--- src/rtl/fifo_uart_sched_pkg.sv ---
// Shared types and constants for the FIFO-to-UART scheduler.
// HEX_ASCII_EN adds the low-nibble state and the nibble-to-ASCII helper.
package fifo_uart_pkg;

  localparam int STATE_W = 3;

  typedef enum logic [STATE_W-1:0] {
    S_IDLE = 3'd0,
    S_RD   = 3'd1,
    S_WAIT = 3'd2,
    S_LOAD = 3'd3,
    S_ACK  = 3'd4,
    S_BUSY = 3'd5,
    S_GAP  = 3'd6
`ifdef HEX_ASCII_EN
    ,
    S_LO   = 3'd7
`endif
  } state_e;

  localparam logic [7:0] CR = 8'h0D;
  localparam logic [7:0] LF = 8'h0A;

`ifdef HEX_ASCII_EN
  // Uppercase hex digit: '0'-'9' then 'A'-'F'.
  function automatic logic [7:0] nibble_to_ascii(input logic [3:0] nib);
    logic [7:0] wide;
    wide = {4'h0, nib};
    if (nib < 4'd10) begin
      return 8'h30 + wide;
    end
    return 8'h37 + wide;
  endfunction
`endif

endpackage

--- src/rtl/fifo_uart_sched_gap_timer.sv ---
// Loadable 32-bit down-counter; done is high while the count sits at zero.
// Shared between the start-acknowledge timeout and the inter-byte/frame gap.
module gap_timer (
  input  logic        clk,
  input  logic        rst,
  input  logic        load,
  input  logic [31:0] load_val,
  output logic        done
);

  logic [31:0] cnt_q;
  logic [31:0] cnt_d;

  always_comb begin
    cnt_d = cnt_q;
    if (load) begin
      cnt_d = load_val;
    end else if (cnt_q != 32'd0) begin
      cnt_d = cnt_q - 32'd1;
    end
  end

  always_ff @(posedge clk or posedge rst) begin
    if (rst) begin
      cnt_q <= 32'd0;
    end else begin
      cnt_q <= cnt_d;
    end
  end

  assign done = (cnt_q == 32'd0);

endmodule

--- src/rtl/fifo_uart_sched.sv ---
// Drains the AD sample FIFO into the UART TX core, one byte at a time, with gaps and a start timeout.
// Macro HEX_ASCII_EN: data bytes other than CR/LF are sent as two uppercase ASCII hex characters.
module fifo_uart_sched
  import fifo_uart_pkg::*;
#(
  parameter int unsigned BYTE_GAP    = 16,
  parameter int unsigned FRAME_GAP   = 100_000,
  parameter int unsigned ACK_TIMEOUT = 1_000_000,
  parameter int unsigned CNT_W       = 16
) (
  input  logic               clk,
  input  logic               reset,
  input  logic               enable,
  input  logic               clr_err,
  input  logic               fifo_empty,
  input  logic [7:0]         fifo_q,
  output logic               fifo_rdreq,
  input  logic               tx_busy,
  output logic               tx_start,
  output logic [7:0]         tx_data,
  output logic               active,
  output logic               frame_done,
  output logic [CNT_W-1:0]   byte_cnt,
  output logic [CNT_W-1:0]   frame_cnt,
  output logic               timeout_err,
  output logic [STATE_W-1:0] dbg_state
);

  // UART handshake: tx_start is a one-cycle request with tx_data stable; tx_busy
  // rising acknowledges it, and tx_busy falling marks the character finished.

  state_e           state_q, state_d;
  logic [7:0]       tx_data_q, tx_data_d;
  logic             tx_start_q, tx_start_d;
  logic             frame_done_q, frame_done_d;
  logic [CNT_W-1:0] byte_cnt_q, byte_cnt_d;
  logic [CNT_W-1:0] frame_cnt_q, frame_cnt_d;
  logic             timeout_err_q, timeout_err_d;
  logic             tmr_load;
  logic [31:0]      tmr_val;
  logic             tmr_done;
`ifdef HEX_ASCII_EN
  logic             lo_pend_q, lo_pend_d;
  logic [3:0]       lo_nib_q, lo_nib_d;
`endif

  gap_timer u_timer (
    .clk      (clk),
    .rst      (reset),
    .load     (tmr_load),
    .load_val (tmr_val),
    .done     (tmr_done)
  );

  always_comb begin
    state_d       = state_q;
    tx_data_d     = tx_data_q;
    tx_start_d    = 1'b0;
    frame_done_d  = 1'b0;
    byte_cnt_d    = byte_cnt_q;
    frame_cnt_d   = frame_cnt_q;
    timeout_err_d = timeout_err_q;
    tmr_load      = 1'b0;
    tmr_val       = 32'd0;
`ifdef HEX_ASCII_EN
    lo_pend_d     = lo_pend_q;
    lo_nib_d      = lo_nib_q;
`endif
    // A timeout later in this block overrides the clear.
    if (clr_err) begin
      timeout_err_d = 1'b0;
    end

    case (state_q)
      S_IDLE: begin
        if (enable && !fifo_empty && !tx_busy) begin
          state_d = S_RD;
        end
      end
      S_RD: begin
        byte_cnt_d = byte_cnt_q + CNT_W'(1);
        state_d    = S_WAIT;
      end
      S_WAIT: begin
        state_d = S_LOAD;
      end
      S_LOAD: begin
`ifdef HEX_ASCII_EN
        if (fifo_q == CR || fifo_q == LF) begin
          tx_data_d = fifo_q;
          lo_pend_d = 1'b0;
        end else begin
          tx_data_d = nibble_to_ascii(fifo_q[7:4]);
          lo_nib_d  = fifo_q[3:0];
          lo_pend_d = 1'b1;
        end
`else
        tx_data_d = fifo_q;
`endif
        tx_start_d = 1'b1;
        tmr_load   = 1'b1;
        tmr_val    = ACK_TIMEOUT - 32'd1;
        state_d    = S_ACK;
      end
      S_ACK: begin
        if (tx_busy) begin
          state_d = S_BUSY;
        end else if (tmr_done) begin
          timeout_err_d = 1'b1;
          tmr_load      = 1'b1;
          tmr_val       = BYTE_GAP;
          state_d       = S_GAP;
`ifdef HEX_ASCII_EN
          lo_pend_d     = 1'b0;
`endif
        end
      end
      S_BUSY: begin
        if (!tx_busy) begin
          tmr_load = 1'b1;
          state_d  = S_GAP;
          if (tx_data_q == LF) begin
            frame_done_d = 1'b1;
            frame_cnt_d  = frame_cnt_q + CNT_W'(1);
            tmr_val      = FRAME_GAP;
          end else begin
            tmr_val = BYTE_GAP;
          end
        end
      end
      S_GAP: begin
        if (tmr_done) begin
`ifdef HEX_ASCII_EN
          state_d = lo_pend_q ? S_LO : S_IDLE;
`else
          state_d = S_IDLE;
`endif
        end
      end
`ifdef HEX_ASCII_EN
      S_LO: begin
        tx_data_d  = nibble_to_ascii(lo_nib_q);
        lo_pend_d  = 1'b0;
        tx_start_d = 1'b1;
        tmr_load   = 1'b1;
        tmr_val    = ACK_TIMEOUT - 32'd1;
        state_d    = S_ACK;
      end
`endif
      default: begin
        state_d = S_IDLE;
      end
    endcase
  end

  always_ff @(posedge clk or posedge reset) begin
    if (reset) begin
      state_q       <= S_IDLE;
      tx_data_q     <= 8'h00;
      tx_start_q    <= 1'b0;
      frame_done_q  <= 1'b0;
      byte_cnt_q    <= '0;
      frame_cnt_q   <= '0;
      timeout_err_q <= 1'b0;
`ifdef HEX_ASCII_EN
      lo_pend_q     <= 1'b0;
      lo_nib_q      <= 4'h0;
`endif
    end else begin
      state_q       <= state_d;
      tx_data_q     <= tx_data_d;
      tx_start_q    <= tx_start_d;
      frame_done_q  <= frame_done_d;
      byte_cnt_q    <= byte_cnt_d;
      frame_cnt_q   <= frame_cnt_d;
      timeout_err_q <= timeout_err_d;
`ifdef HEX_ASCII_EN
      lo_pend_q     <= lo_pend_d;
      lo_nib_q      <= lo_nib_d;
`endif
    end
  end

  assign fifo_rdreq  = (state_q == S_RD);
  assign active      = (state_q != S_IDLE);
  assign tx_start    = tx_start_q;
  assign tx_data     = tx_data_q;
  assign frame_done  = frame_done_q;
  assign byte_cnt    = byte_cnt_q;
  assign frame_cnt   = frame_cnt_q;
  assign timeout_err = timeout_err_q;
  assign dbg_state   = state_q;

endmodule
--- config.mk ---
export PLATFORM = sky130hd
export DESIGN_NAME = fifo_uart_sched
export DESIGN_NICKNAME = d
export VERILOG_FILES = /design/src/rtl/fifo_uart_sched_pkg.sv /design/src/rtl/fifo_uart_sched_gap_timer.sv /design/src/rtl/fifo_uart_sched.sv
export SDC_FILE = /design/constraint.sdc
export NUM_CORES = 1
export LEC_CHECK = 0
export CAP_MARGIN = 5
export CORE_UTILIZATION = 25
export DETAILED_ROUTE_END_ITERATION = 8
export GPL_ROUTABILITY_DRIVEN = 1
export PLACE_DENSITY = 0.46
export SLEW_MARGIN = 5
export SYNTH_ARGS = -nofsm -noshare
export SYNTH_HDL_FRONTEND = slang
export SYNTH_HIERARCHICAL = 1
export SYNTH_SLANG_ARGS = --single-unit
export TNS_END_PERCENT = 5
--- constraint.sdc ---
create_clock -name clk -period 3.1 [get_ports clk]
set_input_delay 0.31 -clock clk [delete_from_list [all_inputs] [get_ports clk]]
set_output_delay 0.31 -clock clk [all_outputs]
set_load 0.05 [all_outputs]
==> run summary <==
Counting both buffers and inverters, the worst setup path holds a total of 2. 62 I/O pins were placed. The family with the most delay on the worst path was simple AND/OR/NAND/NOR gates. Setup repair after global routing left no endpoint under its margin. After detailed routing, the number of vias per cell comes to 4.42. The largest single stage delay on the critical path is 0.37 ns. The worst-case IR drop observed on VDD is 327 uV. Summed over all failing endpoints, the final setup total negative slack is 0 ns.

The tools report the placed standard-cell area as 4870 um^2. Across all setup checks in the final design, the least slack found is 0.450 ns. Clock-pin slew was measured on the worst setup and hold paths at 0.07 ns. The tools report the half-perimeter wire length of the detailed placement result as 6650 um. Number of nets in the layout: 490.

The logs give 4 for the detailed-router iteration count before antenna repair and 6 for the number of warnings reported in the yosys synthesis log. At the end of routability-driven placement, the weighted congestion stood at 0.739. The data arrival at the endpoint of the critical path is 2.87 ns, and the insertion delay to the later sink of the worst-skew pair is 0.33 ns. The run finished with clean final reports.

The wire length of the first global-routing pass was 15900 um. The run gives 3.32 ns as the required time of the critical path. In this run the worst hold path is classified as in2async. The tools report the first element of the critical path as u_timer/cnt_q[0]. The most common flop cell mapped by yosys is sky130_fd_sc_hd__dfrtp_1.

The critical path class is reg2reg. The flip-flop and latch area was 1950 um^2; the minimum clock period was 2.65 ns. The gate count after technology mapping was 394; the total routing resource utilization after global routing was 12.4%. The total power density per cell area was 868 nW/um^2; the count of fill cells added during filler insertion was 1550. Global routing finished with a remaining overflow of 0.

The run gives 0 as the number of slew-limit violations in the final report. Clock skew on the completed layout was measured at 0.00946 ns. At the placement stage, the worst setup path has a slack of 0.375 ns.

The signal on the critical path passes through inv_1, ha_1, nor2b_1, nand4_4, nor4_4, o21ai_0, nand2_1, buf_4, a211oi_1, a21o_1. The count of endpoints failing hold in the final timing report was 0. The core region area is 15400 um^2, and the actual transition at the worst max-transition pin is 0.997 ns. Row generation in the floorplan step produced 45 rows.

Sequential element share of the synthesized area: 49.1%. After synthesis the netlist holds a flip-flop and latch count of 78. Layout cell share with drive strength beyond 1: 8.37%. For the post-layout instance area, the log shows 5150 um^2. The tools report the final count of negative-setup-slack endpoints as 0.

The count of distinct cell types in the synthesized netlist was 49. Count of clock tree sinks: 78. The number of antenna diodes in the final layout is 0. TritonCTS built the clock tree. Entering global routing, the biggest net connects 47 pins. In the routed design, unresolved DRC markers number 0. In this run the cell area of the synthesized design comes to 3980 um^2. The number of antenna violations at the first check in global routing is 0. The maximum buffer depth of the clock tree was 2; the total number of vias was 3046.

The worst register-to-register path begins at u_timer/cnt_q[0]. The share of the clock period used by the worst path after layout came out at 85.5%. The cell sitting at the root of the clock tree is a sky130_fd_sc_hd__clkbuf_16.

STA classifies the critical path endpoint as a register. Derived from the worst setup path, the maximum achievable clock frequency is 377 MHz. The multi-input combinational cells in the finished layout cover a total of 1970 um^2.

For this run, asynchronously set or reset flops after synthesis account for 100%. The tool flagged a number of max-cap violations equal to 0. The number of DRC violations after detailed-routing iteration 0 was 126; the area enclosed by the die boundary was 16400 um^2. Measured along the y axis, the die boundary spans 128 um. For the number of global-route vias before repair, the log shows 2993. The count of port buffers added during placement was 61; the routed length per placed instance was 13.7 um. TritonCTS created 9 clock buffers. The slowest stage of the critical path belongs to the cell sky130_fd_sc_hd__dfrtp_1. Area added between synthesis and finish: 29.6%. The average instance in the mapped netlist occupies 10.1 um^2. The kind of launch point of the worst setup path was a register. Hold is met by 0.424 ns. In this run the worst path has a maximum fanout of 13.

At the end of the flow the core is filled with cells to 33.5%. The run gives 33.4% as the headroom to the max-slew limit. Wires add up to 9440 um. For this configuration, the core starts out at a cell density of 25.9%. In this run the remaining antenna-violating nets after routing total 0.

In this run the number of H-tree levels came out at 3. The number of synthesized flops with an enable pin works out to 0. The leakage power summed over all cells is 2.09 nW, and the die span in x is 128 um.
## logic make-up (layout without fill, tap and decap cells)
family / count (synthesis) / after routing / share of synthesized area [%]
buf+inv: 24 / 92 / 3.08
compound gates: 41 / 41 / 6.48
flops: 78 / 78 / 49.1
xor+xnor: 59 / 59 / 13.0
simple gates: 182 / 182 / 25.7
other cells: 1 / 17 / 0.0943
fa+ha+maj: 3 / 3 / 0.944
mux: 6 / 6 / 1.64
## layout make-up
class	instances	area share, %
clock inverter	7	1.07
sequential	78	37.9
inverter	9	0.655
timing repair buffer	67	12.7
tap	211	5.12
multi-input combinational	308	38.2
clock buffer	9	4.37
## where the power goes
| part | switching [mW] | internal, mW | total, mW |
|---|---|---|---|
| sequential | 0.383 | 1.32 | 1.70 |
| clock | 0.452 | 0.551 | 1.00 |
| combinational | 1.04 | 0.721 | 1.77 |
## stage by stage
step | cells | power, mW
3_3_place_gp | 673 | 3.46
4_1_cts | 689 | 4.53
6_report | 689 | 4.47
3_5_place_dp | 673 | 3.50
2_1_floorplan | 410 | 2.99
5_1_grt | 689 | 4.78
## timing repair
| item | in CTS | in global routing |
|---|---|---|
| gates resized for setup | 0 | 1 |
| setup buffers | 0 | 0 |
| endpoints found under the setup margin | 0 | 3 |
| hold buffers | 0 | 0 |
## layer usage
metal,vias to the layer above,GRT usage (%),routed length (um)
met5,-,0,0
met4,0,3.60,104
met3,7,2.80,236
met2,41,19.6,4410
met1,1493,17.0,4690
li1,1505,-,-
## final timing paths
kind / to / slack [ns] / depth (start not counted)
max in group asynchronous: frame_cnt[9] / 1.91 / 2
max reg2reg: u_timer/cnt_q[6] / 0.45 / 10
min reg2reg: byte_cnt[15] / 0.47 / 1
min: u_timer/cnt_q[24] / 0.42 / 3
min in group clk: byte_cnt[15] / 0.47 / 1
max: u_timer/cnt_q[6] / 0.45 / 10
## synthesized netlist by cell type (2+ instances only)
library cell,n,area (um^2)
sky130_fd_sc_hd__o31ai_1,15,113
sky130_fd_sc_hd__clkbuf_1,6,22.5
sky130_fd_sc_hd__nand4_1,12,75.1
sky130_fd_sc_hd__or2_2,2,12.5
sky130_fd_sc_hd__nand3_1,11,55.1
sky130_fd_sc_hd__nor3_1,12,60.1
sky130_fd_sc_hd__nor2b_1,2,12.5
sky130_fd_sc_hd__nor4_4,3,63.8
sky130_fd_sc_hd__or3_1,3,18.8
sky130_fd_sc_hd__a211oi_1,2,15.0
sky130_fd_sc_hd__mux2i_1,2,20.0
sky130_fd_sc_hd__nand3b_1,2,15.0
sky130_fd_sc_hd__nor4b_1,2,17.5
sky130_fd_sc_hd__xor2_1,8,70.1
sky130_fd_sc_hd__and4_1,5,43.8
sky130_fd_sc_hd__or4_1,2,15.0
sky130_fd_sc_hd__nand2b_1,3,18.8
sky130_fd_sc_hd__or2_1,2,12.5
sky130_fd_sc_hd__o21ai_0,19,95.1
sky130_fd_sc_hd__dfrtp_1,78,1950
sky130_fd_sc_hd__buf_2,5,25.0
sky130_fd_sc_hd__mux2_2,3,33.8
sky130_fd_sc_hd__buf_6,3,33.8
sky130_fd_sc_hd__ha_1,3,37.5
sky130_fd_sc_hd__inv_1,8,30.0
sky130_fd_sc_hd__and2_1,3,18.8
sky130_fd_sc_hd__xnor2_1,51,447
sky130_fd_sc_hd__nor2_1,21,78.8
sky130_fd_sc_hd__and3_1,6,37.5
sky130_fd_sc_hd__nor4_1,8,50.1
sky130_fd_sc_hd__nand2_1,74,278
## registers in the layout, summed over array words and instances, names as in the netlist
signal         count
u_timer/cnt_q     32
byte_cnt          16
frame_cnt         16
tx_data            8
dbg_state          3
frame_done         1
timeout_err        1
tx_start           1
## placed cells by master, fill, tap and decap left out, drive strengths merged, types with 2 or more instances in the layout
| cell type | n |
|---|---|
| nand4 | 13 |
| xor2 | 8 |
| nor3b | 3 |
| clkbuf | 9 |
| nand3b | 2 |
| or3 | 3 |
| xnor2 | 51 |
| dfrtp | 78 |
| inv | 12 |
| clkinv | 2 |
| nand2b | 3 |
| conb | 17 |
| a211oi | 2 |
| and2 | 3 |
| buf | 6 |
| nor3 | 13 |
| or4 | 2 |
| nor2 | 21 |
| mux2 | 4 |
| mux2i | 2 |
| nor2b | 2 |
| and3 | 6 |
| nor4 | 11 |
| or2 | 4 |
| nand2 | 74 |
| ha | 3 |
| and4 | 5 |
| clkdlybuf4s50 | 61 |
| clkinvlp | 2 |
| o31ai | 15 |
| nor4b | 3 |
| nand3 | 12 |
| o21ai | 20 |
## worst reg2reg max path, cell delays in order, from the launching register on
cell                       delay [ns]
sky130_fd_sc_hd__dfrtp_1         0.37
sky130_fd_sc_hd__inv_1           0.09
sky130_fd_sc_hd__ha_1            0.20
sky130_fd_sc_hd__nor2b_1         0.27
sky130_fd_sc_hd__nand4_4         0.23
sky130_fd_sc_hd__nor4_4          0.36
sky130_fd_sc_hd__o21ai_0         0.17
sky130_fd_sc_hd__nand2_1         0.36
sky130_fd_sc_hd__buf_4           0.26
sky130_fd_sc_hd__a211oi_1        0.06
sky130_fd_sc_hd__a21o_1          0.16
(Power assumes the default switching activity.)
